`config.mk`:
```
export PLATFORM = sky130hd
export DESIGN_NAME = codec_cfg_seq
export DESIGN_NICKNAME = d
export VERILOG_FILES = /design/src/rtl/codec_cfg_pkg.sv /design/src/rtl/codec_reg_wr.sv /design/src/rtl/codec_cfg_seq.sv
export SDC_FILE = /design/constraint.sdc
export NUM_CORES = 1
export LEC_CHECK = 0
export CELL_PAD_IN_SITES_DETAIL_PLACEMENT = 1
export CELL_PAD_IN_SITES_GLOBAL_PLACEMENT = 2
export CORE_ASPECT_RATIO = 0.75
export CORE_MARGIN = 2
export CORE_UTILIZATION = 37
export CTS_BUF_LIST = sky130_fd_sc_hd__clkbuf_2
export DETAILED_ROUTE_END_ITERATION = 16
export GPL_TIMING_DRIVEN = 0
export PLACE_DENSITY = 0.87
export SLEW_MARGIN = 25
export SYNTH_ARGS = -nofsm -noshare
export SYNTH_HDL_FRONTEND = slang
export SYNTH_SLANG_ARGS = --single-unit
```
`constraint.sdc`:
```
create_clock -name clk -period 2.9 [get_ports clk]
set_clock_uncertainty 0.1 [all_clocks]
set_input_delay 0.29 -clock clk [delete_from_list [all_inputs] [get_ports clk]]
set_output_delay 0.29 -clock clk [all_outputs]
set_load 0.02 [all_outputs]
```
`src/rtl/codec_cfg_pkg.sv`:
```
// Shared types and the power-up register table for the codec configuration sequencer.
// Table entries are {reg[6:0], data[8:0]}. The last entry must be the ACTIVE write.
package codec_cfg_pkg;

  localparam int REG_W   = 7;
  localparam int VAL_W   = 9;
  localparam int ENTRY_W = REG_W + VAL_W;

  typedef logic [ENTRY_W-1:0] entry_t;

  localparam logic [REG_W-1:0] LINVOL   = 7'h00;
  localparam logic [REG_W-1:0] RINVOL   = 7'h01;
  localparam logic [REG_W-1:0] LHPVOL   = 7'h02;
  localparam logic [REG_W-1:0] RHPVOL   = 7'h03;
  localparam logic [REG_W-1:0] ANAPATH  = 7'h04;
  localparam logic [REG_W-1:0] DIGPATH  = 7'h05;
  localparam logic [REG_W-1:0] PWRDN    = 7'h06;
  localparam logic [REG_W-1:0] DAIF     = 7'h07;
  localparam logic [REG_W-1:0] SAMPLING = 7'h08;
  localparam logic [REG_W-1:0] ACTIVE   = 7'h09;
  localparam logic [REG_W-1:0] RESET    = 7'h0F;

  localparam int CFG_LEN   = 11;
  localparam int CFG_IDX_W = $clog2(CFG_LEN);

  localparam entry_t CFG_TABLE [CFG_LEN] = '{
    {RESET,    9'h000},
    {LINVOL,   9'h017},
    {RINVOL,   9'h017},
    {LHPVOL,   9'h079},
    {RHPVOL,   9'h079},
    {ANAPATH,  9'h012},
    {DIGPATH,  9'h000},
    {PWRDN,    9'h000},
    {DAIF,     9'h002},
    {SAMPLING, 9'h000},
    {ACTIVE,   9'h001}
  };

  typedef enum logic [3:0] {
    IDLE, RST_HOLD, PWR_WAIT, LOAD, WRITE, NEXT, ACT_WAIT, DONE, ERR, HOST_WR
  } seq_state_t;

  typedef enum logic [2:0] {
    WR_IDLE, BYTE0, BYTE1, BYTE2, WAIT_RSP
  } wr_state_t;

  function automatic entry_t cfg_entry(input int unsigned i);
    return (i < CFG_LEN) ? CFG_TABLE[i[CFG_IDX_W-1:0]] : '0;
  endfunction

endpackage

```
`src/rtl/codec_reg_wr.sv`:
```
// Three-byte I2C register write engine: address byte with START, {reg,d8}, d[7:0] with STOP.
// Retries the whole transaction from the address byte on any NACK.
module codec_reg_wr
  import codec_cfg_pkg::*;
#(
  parameter logic [6:0] DEV_ADDR   = 7'h1A,
  parameter int         WR_RETRIES = 3
) (
  input  logic       clk,
  input  logic       rst,
  input  logic       go,
  input  entry_t     word,
  output logic       busy,
  output logic       ok,
  output logic       fail,
  output logic       cmd_valid,
  input  logic       cmd_ready,
  output logic       cmd_start,
  output logic       cmd_stop,
  output logic [7:0] cmd_data,
  input  logic       rsp_valid,
  input  logic       rsp_nack
);

  localparam int RTY_W = (WR_RETRIES < 1) ? 1 : $clog2(WR_RETRIES + 1);

  wr_state_t        state, state_nxt;
  entry_t           word_q;
  logic [1:0]       phase, phase_nxt;
  logic [RTY_W-1:0] retry, retry_nxt;
  logic             ok_nxt, fail_nxt;
  logic             enter_byte;

  function automatic logic [7:0] byte_of(input logic [1:0] p, input entry_t w);
    case (p)
      2'd0:    return {DEV_ADDR, 1'b0};
      2'd1:    return w[15:8];
      default: return w[7:0];
    endcase
  endfunction

  always_comb begin
    state_nxt = state;
    phase_nxt = phase;
    retry_nxt = retry;
    ok_nxt    = 1'b0;
    fail_nxt  = 1'b0;
    unique case (state)
      WR_IDLE: if (go) begin
        state_nxt = BYTE0;
        phase_nxt = 2'd0;
        retry_nxt = '0;
      end
      BYTE0, BYTE1, BYTE2: if (cmd_valid && cmd_ready) state_nxt = WAIT_RSP;
      WAIT_RSP: if (rsp_valid) begin
        if (rsp_nack) begin
          if (int'(retry) < WR_RETRIES) begin
            retry_nxt = retry + 1'b1;
            phase_nxt = 2'd0;
            state_nxt = BYTE0;
          end else begin
            fail_nxt  = 1'b1;
            state_nxt = WR_IDLE;
          end
        end else if (phase == 2'd2) begin
          ok_nxt    = 1'b1;
          state_nxt = WR_IDLE;
        end else begin
          phase_nxt = phase + 1'b1;
          state_nxt = (phase == 2'd0) ? BYTE1 : BYTE2;
        end
      end
      default: state_nxt = WR_IDLE;
    endcase
  end

  // Command fields only change when a new byte is presented, so they stay put under backpressure.
  assign enter_byte = (state_nxt inside {BYTE0, BYTE1, BYTE2}) && (state_nxt != state);

  always_ff @(posedge clk) begin
    if (rst) begin
      state     <= WR_IDLE;
      phase     <= 2'd0;
      retry     <= '0;
      ok        <= 1'b0;
      fail      <= 1'b0;
      cmd_valid <= 1'b0;
      cmd_start <= 1'b0;
      cmd_stop  <= 1'b0;
      cmd_data  <= 8'h00;
    end else begin
      state     <= state_nxt;
      phase     <= phase_nxt;
      retry     <= retry_nxt;
      ok        <= ok_nxt;
      fail      <= fail_nxt;
      cmd_valid <= state_nxt inside {BYTE0, BYTE1, BYTE2};
      if (enter_byte) begin
        cmd_start <= (state_nxt == BYTE0);
        cmd_stop  <= (state_nxt == BYTE2);
        cmd_data  <= byte_of(phase_nxt, word_q);
      end
    end
  end

  always_ff @(posedge clk) begin
    if (state == WR_IDLE && go) word_q <= word;
  end

  assign busy = (state != WR_IDLE);

endmodule

```
`src/rtl/codec_cfg_seq.sv`:
```
// Codec power-up sequencer: hardware reset, power-up wait, table write, ACTIVE delay, done.
// Optional CODEC_CFG_HOSTWR_EN adds a host single-register write port usable once in DONE.
module codec_cfg_seq
  import codec_cfg_pkg::*;
#(
  parameter logic [6:0] DEV_ADDR        = 7'h1A,
  parameter int         NUM_REGS        = 11,
  parameter int         RST_CYCLES      = 1000,
  parameter int         PWR_WAIT_CYCLES = 50000,
  parameter int         ACT_WAIT_CYCLES = 10000,
  parameter int         WR_RETRIES      = 3
) (
  input  logic        clk,
  input  logic        rst,
  input  logic        start,
  output logic        busy,
  output logic        done,
  output logic        err,
  output logic        codec_rstn,
  output logic        cmd_valid,
  input  logic        cmd_ready,
  output logic        cmd_start,
  output logic        cmd_stop,
  output logic [7:0]  cmd_data,
  input  logic        rsp_valid,
  input  logic        rsp_nack
`ifdef CODEC_CFG_HOSTWR_EN
  ,
  input  logic        host_wr_valid,
  output logic        host_wr_ready,
  input  logic [15:0] host_wr_word
`endif
);

  function automatic int max2(input int a, input int b);
    return (a > b) ? a : b;
  endfunction

  localparam int MAX_WAIT = max2(max2(max2(RST_CYCLES, PWR_WAIT_CYCLES), ACT_WAIT_CYCLES), 2);
  localparam int CNT_W    = $clog2(MAX_WAIT) + 1;
  localparam int IDX_W    = $clog2(NUM_REGS + 1);

  // A wait of N cycles loads N-1 and leaves on zero; 0 and 1 both give one cycle.
  function automatic logic [CNT_W-1:0] reload(input int n);
    return (n <= 1) ? '0 : CNT_W'(n - 1);
  endfunction

  localparam logic [CNT_W-1:0] RST_LD = reload(RST_CYCLES);
  localparam logic [CNT_W-1:0] PWR_LD = reload(PWR_WAIT_CYCLES);
  localparam logic [CNT_W-1:0] ACT_LD = reload(ACT_WAIT_CYCLES);

  seq_state_t       state, state_nxt;
  logic [CNT_W-1:0] cnt, cnt_nxt;
  logic [IDX_W-1:0] idx, idx_nxt;
  logic             go, wr_busy, wr_ok, wr_fail, busy_q;
  entry_t           word;

  always_comb begin
    state_nxt = state;
    cnt_nxt   = (cnt == '0) ? '0 : cnt - 1'b1;
    idx_nxt   = idx;
    go        = 1'b0;
    word      = cfg_entry(32'(idx));
`ifdef CODEC_CFG_HOSTWR_EN
    host_wr_ready = 1'b0;
`endif
    unique case (state)
      IDLE, ERR: if (start) begin
        state_nxt = RST_HOLD;
        cnt_nxt   = RST_LD;
      end
      DONE: begin
        if (start) begin
          state_nxt = RST_HOLD;
          cnt_nxt   = RST_LD;
        end
`ifdef CODEC_CFG_HOSTWR_EN
        else begin
          host_wr_ready = 1'b1;
          if (host_wr_valid) begin
            go        = 1'b1;
            word      = host_wr_word;
            state_nxt = HOST_WR;
          end
        end
`endif
      end
      RST_HOLD: if (cnt == '0) begin
        state_nxt = PWR_WAIT;
        cnt_nxt   = PWR_LD;
      end
      PWR_WAIT: if (cnt == '0) begin
        state_nxt = LOAD;
        idx_nxt   = '0;
      end
      LOAD: begin
        go        = 1'b1;
        state_nxt = WRITE;
      end
      WRITE, HOST_WR: begin
        if (wr_fail)    state_nxt = ERR;
        else if (wr_ok) state_nxt = (state == WRITE) ? NEXT : DONE;
      end
      NEXT: begin
        idx_nxt = idx + 1'b1;
        if (int'(idx) + 1 >= NUM_REGS) begin
          state_nxt = DONE;
        end else if (int'(idx) + 1 == NUM_REGS - 1) begin
          state_nxt = ACT_WAIT;
          cnt_nxt   = ACT_LD;
        end else begin
          state_nxt = LOAD;
        end
      end
      ACT_WAIT: if (cnt == '0) state_nxt = LOAD;
      default: state_nxt = IDLE;
    endcase
  end

  // Status outputs are registered from the next state so they change with it, glitch-free.
  always_ff @(posedge clk) begin
    if (rst) begin
      state      <= IDLE;
      cnt        <= '0;
      idx        <= '0;
      busy_q     <= 1'b0;
      done       <= 1'b0;
      err        <= 1'b0;
      codec_rstn <= 1'b0;
    end else begin
      state      <= state_nxt;
      cnt        <= cnt_nxt;
      idx        <= idx_nxt;
      busy_q     <= !(state_nxt inside {IDLE, DONE, ERR});
      done       <= state_nxt inside {DONE, HOST_WR};
      err        <= (state_nxt == ERR);
      codec_rstn <= !(state_nxt inside {IDLE, RST_HOLD});
    end
  end

  assign busy = busy_q | wr_busy;

  codec_reg_wr #(
    .DEV_ADDR  (DEV_ADDR),
    .WR_RETRIES(WR_RETRIES)
  ) u_wr (
    .clk      (clk),
    .rst      (rst),
    .go       (go),
    .word     (word),
    .busy     (wr_busy),
    .ok       (wr_ok),
    .fail     (wr_fail),
    .cmd_valid(cmd_valid),
    .cmd_ready(cmd_ready),
    .cmd_start(cmd_start),
    .cmd_stop (cmd_stop),
    .cmd_data (cmd_data),
    .rsp_valid(rsp_valid),
    .rsp_nack (rsp_nack)
  );

endmodule

```
== Word level (Yosys, flattened, before mapping) ==
Memories as Yosys holds them, arrays and structs flattened. A register that Yosys moved wholly into a read port is not among the register bits.
Index checks and enable logic that the tools add are counted.
Widths: inputs -> output; s select.
Word-level totals
  flip-flop bits (word level): 49
  bits in latches: 0
  bits in writable memories: 0
  ROM bits: 256
  input bits: 6
  output and inout port bits: 15
  logic and storage cells: 126
  memories: 1
Memory list
  (name not given): depth 16, width 16, rd ports 1, clocked after Yosys merged registers in 1, wr ports 0, line codec_cfg_pkg.sv:49  | return (i < CFG_LEN) ? CFG_TABLE[i[CFG_IDX_W-1:0]] : '0;
Operators by class
  add/sub/neg operators: 5
  multipliers: 0
  div/mod/pow operators: 0
  order comparisons: 3
  equality and inequality tests: 29
  shift operators: 0
  multiplexer cells: 40
  bitwise gates (word level): 5
  reduce and logical (&&, ||, !) cells: 27
Operators by type and width (number)
  $mux 17: 5
  $pmux 17 s3: 1
  $ge 32x5->1 const B: 1
  $mux 4: 6
  $pmux 4 s6: 1
  $mux 3: 7
  $eq 4x3->1 const B: 5
  $mux 2: 10
  $logic_not 17->1: 1
  $sub 17x1->17 const B: 1
  $eq 4x4->1 const B: 4
  $pmux 8 s2: 1
  $eq 3x2->1 const B: 4
  $pmux 3 s3: 1
  $reduce_bool 3->1: 3
  $eq 4x1->1 const B: 2
  $eq 4x2->1 const B: 2
  $logic_not 4->1: 2
  $pmux 2 s2: 2
  $pmux 4 s2: 1
  $reduce_bool 2->1: 4
  $reduce_or 4->1: 2
  $eq 3x1->1 const B: 2
  $ne 2x2->1 const B: 3
  other kinds (23): 38

== Logic depth before layout (Yosys ltp) ==
Gate-level depths: netlist of run 1.
  depth in word-level cells: 9
  mapped depth: 9
  depth with buffers taken out: 8

== Hierarchy ==
A second synthesis of run 1 with hierarchy kept.
Second synthesis, totals
  cells, all modules: 361
  area total of the unflattened synthesis: 3355.7 um2
Modules (own cells, without submodules)
  codec_cfg_seq: instances 1, cells each 225, area an instance 1799.2 um2, seq. area each 580.6 um2
  codec_reg_wr: instances 1, cells each 136, area an instance 1556.5 um2, seq. area each 880.8 um2

== Least setup slack after synthesis of run 1 ==
Ideal clock, no wire load.
  path kind: register to register
  from: reg cnt[0]
  to: reg busy_q
  setup time: 0.086 ns
  data arrival time: 2.093 ns
  required time: 2.714 ns
  setup slack: 0.621 ns
  stages on the path, launching flop included: 9
  buffers on the path: 0
  clock period less this slack: 2.279 ns
  cells stage by stage: dfxtp_1 > inv_1 > ha_1 > nor2b_1 > nand4b_4 > nor3_2 > mux2_2 > or3_1 > a221oi_2
Between the ends
  longest elaborated chain between the ends: 6
  elaborated cells between the ends (all ways): 9
  those cells by class: eq/ne (2); mux (3); reduce/logical (4)
Ends and longest elaborated chain
  start: declaration: line codec_cfg_seq.sv:53  | logic [CNT_W-1:0] cnt, cnt_nxt;
  start signal: assignment: line codec_cfg_seq.sv:132  | cnt <= cnt_nxt;
  $logic_not 17->1 (*): line codec_cfg_seq.sv:88, codec_cfg_seq.sv:92, codec_cfg_seq.sv:115
  $mux 4 (on tied branches): line codec_cfg_seq.sv:92, codec_cfg_seq.sv:115, codec_cfg_seq.sv:88
  $pmux 4 s6 (*): line codec_cfg_seq.sv:67  | unique case (state)
  $eq 4x3->1, or another cell as far along: line codec_cfg_seq.sv:134  | busy_q <= !(state_nxt inside {IDLE, DONE, ERR});
  $reduce_bool 3->1 (*): line codec_cfg_seq.sv:134
  $logic_not 1->1 (*): line codec_cfg_seq.sv:134
  end signal: assignment: line codec_cfg_seq.sv:134
  end: declaration: line codec_cfg_seq.sv:55  | logic go, wr_busy, wr_ok, wr_fail, busy_q;
Every way passes the cells marked *; elsewhere a longest branch is shown, timed or not.
A chain may end at the register's enable or synchronous reset.

== Final worst setup path of run 1 ==
Ends and elaborated chain as after synthesis.

==> results of run 1 <==
-- power groups by stage --
stage | sequential [W] | combinational (W) | clock (W)
after global placement | 0.000978 | 0.000621 | 0
after floorplan | 0.000976 | 0.000466 | 0
final | 0.000962 | 0.000646 | 0.000694
after detailed placement | 0.000979 | 0.000641 | 0
after global routing | 0.000974 | 0.000721 | 0.000749
after CTS | 0.000962 | 0.000645 | 0.000714
-- cells by family (layout without fill, tap and decap cells) --
logic type	after synthesis	in the layout	share of synthesized area [%]
AND/OR/NAND/NOR	150	150	26.2
AO/OA/AOI/OAI	85	85	18.8
flip-flops	57	57	41.3
buffers and inverters	36	69	4.70
XOR/XNOR	12	12	3.53
adder cells (fa/ha/maj)	11	11	4.62
multiplexers	2	2	0.714
other	1	1	0.126
-- cell type report --
type	count	area share, %
inverter	15	1.63
timing repair buffer	18	5.22
clock inverter	7	3.44
tap	105	3.81
multi-input combinational	261	46.6
buffer	20	2.32
clock buffer	9	1.30
sequential	57	35.7
-- synth_stat cells (2+ instances only) --
library cell | number | area (sq um)
and3_1 | 4 | 25.0
nand2_1 | 26 | 97.6
ha_1 | 11 | 138
o221ai_1 | 2 | 17.5
dfxtp_1 | 48 | 961
xnor2_1 | 3 | 26.3
or2_2 | 3 | 18.8
a32oi_1 | 3 | 26.3
nand3_1 | 4 | 20.0
o31ai_1 | 3 | 22.5
nand4_1 | 3 | 18.8
nand3b_1 | 3 | 22.5
xor2_1 | 9 | 78.8
nor3_1 | 20 | 100
nand2b_1 | 8 | 50.1
clkbuf_1 | 18 | 67.6
a31oi_1 | 4 | 25.0
a2111oi_0 | 2 | 17.5
nor4_1 | 5 | 31.3
edfxtp_1 | 9 | 270
o21a_1 | 2 | 15.0
nor2b_1 | 10 | 62.6
nor3_2 | 2 | 20.0
a22oi_1 | 2 | 15.0
or3_1 | 7 | 43.8
nor2_1 | 42 | 158
or4_1 | 3 | 22.5
o21ai_0 | 11 | 55.1
and2_1 | 4 | 25.0
a21oi_1 | 39 | 195
inv_1 | 15 | 56.3
a211oi_1 | 5 | 37.5
-- flip-flops by register name, summed over array words and instances, names as in the netlist, 2 cells and up --
signal,cells
idx,4
u_wr.phase,2
u_wr.word_q,9
u_wr.cmd_data,7
state,4
u_wr.state,3
cnt,17
u_wr.retry,2
-- stage by stage --
| step | utilization [%] | setup slack (ns) | cells | cell area [sq um] |
|---|---|---|---|---|
| 5_1_grt | 44.0 | 0.0261 | 492 | 3450 |
| 3_5_place_dp | 41.9 | 0.277 | 477 | 3290 |
| 2_1_floorplan | - | 0.621 | 354 | 2980 |
| 3_3_place_gp | 41.9 | 0.304 | 477 | 3290 |
| 4_1_cts | 44.0 | 0.200 | 493 | 3450 |
| 6_report | 44.0 | 0.259 | 492 | 3450 |
-- metal layers --
metal	up-vias	part of all wire, %
li1	1314	-
met1	1267	53
met2	28	43
met3	9	3.1
met4	0	0.79
met5	-	0
-- cell usage in the layout (no fill, tap or decap), types with 9 or more instances in the layout --
| cell type | count |
|---|---|
| dfxtp_1 | 47 |
| o21ai_0 | 11 |
| inv_1 | 15 |
| clkbuf_2 | 9 |
| a21oi_1 | 39 |
| nor3_1 | 20 |
| ha_1 | 11 |
| clkbuf_1 | 17 |
| edfxtp_1 | 9 |
| clkdlybuf4s50_1 | 18 |
| nor2_1 | 42 |
| nor2b_1 | 10 |
| xor2_1 | 9 |
| nand2_1 | 26 |
-- worst max-delay path by stage --
stage | startpoint | endpoint | slack (ns) | depth (start not counted)
after floorplan | cnt[0] | busy_q | 0.62 | 8
after global placement | idx[0] | cnt[11] | 0.30 | 8
after detailed placement | idx[0] | cnt[12] | 0.28 | 8
after CTS | idx[0] | cnt[12] | 0.20 | 8
after global routing | cnt[0] | busy_q | 0.03 | 8
final | cnt[0] | busy_q | 0.26 | 8
-- timing repair --
action | 4_1_cts | 5_1_grt
setup endpoints to repair | 0 | 3
endpoints found under the hold margin | 0 | 0
buffers inserted | 0 | 0
gates resized for setup | 0 | 1
==> flow_summary.ini, run 1 <==
[synthesis]
syn_area_per_cell_sq_um = 8.42
ys_seq_area_share_pct = 41.3
ys_seq_elements = 57
synth_cell_type_count = 56
synth_area_sq_um = 2980
ys_warn_count = 0
synth_fp_nets = 371
synth-main-ff-cell = dfxtp_1
synth-edff-count = 9
synthCells = 354
synthArstFlopShare_pct = 0

[power]
combPwrFrac_pct = 28.1
p_per_area_nw_per_um2 = 667
p_sw_w = 0.000778
pwr-share-seq_pct = 41.8
finalPower_w = 0.00230
irDropWorstVdd_mv = 0.213
p_clk_share_pct = 30.1
leakagePower_nw = 1.32
p_int_w = 0.00152
switching_share_pct = 33.8

[timing]
rsz0062_at_grt = false
maxSlewViolCount = 0
timing.max_slew.rel_slack_pct = 44.0
hold_ws_ns = 0.161
fmax_mhz = 379
setup_viol = 0
max_slew.worst_pin.slew_ns = 0.834
tns_ns = 0
period_minus_slack_ns = 2.64
hold_viol = 0
period_share_pct = 91.1

[cts]
cts_tree = built
cts.clk_slew.worst_paths_ns = 0.18
clock_latency_ns = 0.49
htreeDepth = 3
cts_buffers = 9
hold_buffers = 0
cts.sinks = 57
clockRootBuffer = clkbuf_2
clockBufferDepth = 2

[layout]
nNetsFinal = 399
drive_gt1_share_pct = 8.27
multi_input_area_sq_um = 1610
num-fill-cells = 978
regArea_sq_um = 1230
areaGrowthSynthToFinish_pct = 15.9
diodes = 0

[floorplanning]
ios = 21
core_region_area_sq_um = 7850
start_util_pct = 38.0
die_area_sq_um = 8790
chipHeight_um = 81.7
die_w_um = 108
placementRows = 28

[worst_setup_path]
cp_slowest_cell = mux2_2
cpPeakStageDelay_ns = 0.40
rrSetupSlack_ns = 0.26
worstSetupPathType = flip-flop to flip-flop
critical_path_arrival_ns = 2.95
reg2reg_from = cnt[0]
cp_max_fo = 6
cp.required_ns = 3.21
crit_chain = inv_1 -> ha_1 -> nor2b_1 -> nand4b_4 -> nor3_2 -> mux2_2 -> or3_1 -> a221oi_2
start_kind = flip-flop
cp-end-kind = flip-flop
cp_top_family = simple AND/OR/NAND/NOR gates
worst_r2r_path_depth = 8
path_buf_inv = 1
r2r_end = busy_q

[worst_hold_path]
min_from = rst
hold_class = input pin to flip-flop
min_to = state[3]
hold_path_depth = 2

[grt]
antenna_found_initial = 0
grt_max_degree = 12
grt_util_met2_pct = 28.1
first_global_vias = 2507
use_met1_pct = 28.4
globalRouteMet3Util_pct = 5.00
top_usage_layer = met1
grt_usage_pct = 19.3
grt_pass1_wl_mm = 13.0
grt-ovfl-total = 0

[routing]
wl_mm = 7.85
drc = 0
vias = 2618
routed_via_density = 5.32
firstDrtPassIters = 4
drt_iter0_markers = 100
wl_per_cell_um = 15.9
ant_nets = 0

[place]
hpwl_mm = 5.84
io_buffers = 18
routabilityCongestion = 0.828

[job]
maxCapViolations = 0

[outcome]
outcome = finished, final reports clean
Power figures use the tool's default switching activity.
==> inputs of run 2 (changes only) <==
--- a/config.mk
+++ b/config.mk
@@ -8,7 +8,7 @@
 export CELL_PAD_IN_SITES_DETAIL_PLACEMENT = 1
 export CELL_PAD_IN_SITES_GLOBAL_PLACEMENT = 2
 export CORE_ASPECT_RATIO = 0.75
-export CORE_MARGIN = 2
+export CORE_MARGIN = 4
 export CORE_UTILIZATION = 37
 export CTS_BUF_LIST = sky130_fd_sc_hd__clkbuf_2
 export DETAILED_ROUTE_END_ITERATION = 16
==> run 2 against run 1 <==
- critical path depth did not move
- maximum frequency fell by 1.0%
- global-route usage fell by 1.4 points
- die area rose by 8.8%
- combinational power barely moved
- critical endpoint unchanged
- first-iteration DRC count rose by 16%
- sequential cell count did not move
==> flow_summary.ini, run 2 (synthesized netlist as in run 1, its figures left out) <==
[floorplanning]
chipHeight_um = 85.7
core_region_area_sq_um = 7850
placementRows = 28
die_w_um = 112
die_area_sq_um = 9570
ios = 21
start_util_pct = 38.0

[power]
p_int_w = 0.00136
combPwrFrac_pct = 29.9
p_clk_share_pct = 25.6
p_sw_w = 0.000807
pwr-share-seq_pct = 44.5
switching_share_pct = 37.3
irDropWorstVdd_mv = 0.306
leakagePower_nw = 1.30
p_per_area_nw_per_um2 = 635

[grt]
grt_max_degree = 13
grt_pass1_wl_mm = 13.7
antenna_found_initial = 0
grt_usage_pct = 17.8
grt-ovfl-total = 0
first_global_vias = 2621

[routing]
routed_via_density = 5.28
firstDrtPassIters = 4
ant_nets = 0
drc = 0
drt_iter0_markers = 116
wl_per_cell_um = 16.4
vias = 2596
wl_mm = 8.09

[layout]
num-fill-cells = 970
largestRegisters = cnt: 17 flops, u_wr.word_q: 9 flops, u_wr.cmd_data: 7 flops
nNetsFinal = 399
regArea_sq_um = 1230
final_cell_mix = dfxtp_1, nor2_1, a21oi_1, nand2_1, nor3_1
areaGrowthSynthToFinish_pct = 14.6
multi_input_area_sq_um = 1610
largest_register = cnt
fin_area_sq_um = 3410
diodes = 0
largest_register_ffs = 17
drive_gt1_share_pct = 8.01
layout_commonest_cell = dfxtp_1
fin_util_pct = 43.5

[worst_hold_path]
min_to = state[3]
hold_class = input pin to flip-flop
min_from = rst
hold_path_depth = 2

[timing]
setup_viol = 0
timing.max_slew.rel_slack_pct = 44.0
hold_viol = 0
max_slew.worst_pin.slew_ns = 0.834
tns_ns = 0
rsz0062_at_grt = false
period_share_pct = 92.0
setup_slack_ns = 0.231
hold_ws_ns = 0.133
fmax_mhz = 375
maxSlewViolCount = 0
period_minus_slack_ns = 2.67

[place]
place_area_sq_um = 3290
io_buffers = 18
pre_cts_slack_ns = 0.190
hpwl_mm = 5.98
routabilityCongestion = 0.841

[worst_setup_path]
cp-end-kind = flip-flop
crit_chain = inv_1 -> ha_1 -> nor2b_1 -> nand4b_4 -> nor3_2 -> mux2_2 -> or3_1 -> a221oi_2
rrSetupSlack_ns = 0.23
r2r_end = busy_q
cp_max_fo = 6
worst_r2r_path_depth = 8
reg2reg_from = cnt[0]
cp.required_ns = 3.22
critical_path_arrival_ns = 2.98
cpPeakStageDelay_ns = 0.40
crit_start = cnt[0]
worstSetupPathType = flip-flop to flip-flop
cp_slowest_cell = mux2_2
start_kind = flip-flop

[cts]
clock_latency_ns = 0.52
clockRootBuffer = clkbuf_2
cts_resized = 0
htreeDepth = 3
cts.clk_slew.worst_paths_ns = 0.18
cts_buffers = 9
clockBufferDepth = 2
cts.sinks = 57
hold_buffers = 0
cts_tree = built
cts_setup_buffers = 0

[outcome]
outcome = finished, final reports clean

[job]
maxCapViolations = 0
[run 2: cell count changes in the layout (fill, tap and decap cells not counted), sizes merged]
cell	change
clkinv	+1
inv	+1
bufinv	-2
[run 2: routing by layer]
layer	part of all wire [%]	vias up	track usage (%)
met4	0.89	0	3.98
met5	0	-	0
li1	-	1312	-
met3	2.4	4	4.16
met1	54	1253	25.3
met2	43	27	27.8
[run 2: per-stage QoR]
step / power (W) / std cells
after floorplan: 0.00144 / 354
after global placement: 0.00160 / 477
after detailed placement: 0.00161 / 477
after CTS: 0.00218 / 493
after global routing: 0.00231 / 492
final: 0.00217 / 492
[run 2: cell type report]
type | instances | area share [%]
Multi-Input combinational cell | 261 | 47.1
Tap cell | 105 | 3.85
Timing Repair Buffer | 18 | 5.28
Clock buffer | 9 | 1.32
Clock inverter | 7 | 2.35
Inverter | 15 | 1.65
Buffer | 20 | 2.35
Sequential cell | 57 | 36.1
[run 2: worst max-delay path, delay by kind of cell, from the launching register on]
kind	cells	cell delay [ns]
and+or+nand+nor	4	1.13
buffers and inverters	1	0.09
adders and majority gates	1	0.21
DFF	1	0.38
muxes	1	0.40
AOI/OAI and AO/OA	1	0.27
[run 2: power by group through the flow]
stage	Sequential, W	Clock (W)	Combinational, W
after detailed placement	0.000980	0	0.000635
final	0.000963	0.000555	0.000648
after global placement	0.000976	0	0.000627
after floorplan	0.000976	0	0.000466
after CTS	0.000963	0.000569	0.000644
after global routing	0.000979	0.000610	0.000725
[run 2: worst max-delay path by stage]
stage | endpoint | depth (start not counted)
floorplan | busy_q | 8
global placement | done | 7
detailed placement | done | 7
CTS | done | 7
global route | cnt[11] | 7
finish | busy_q | 8
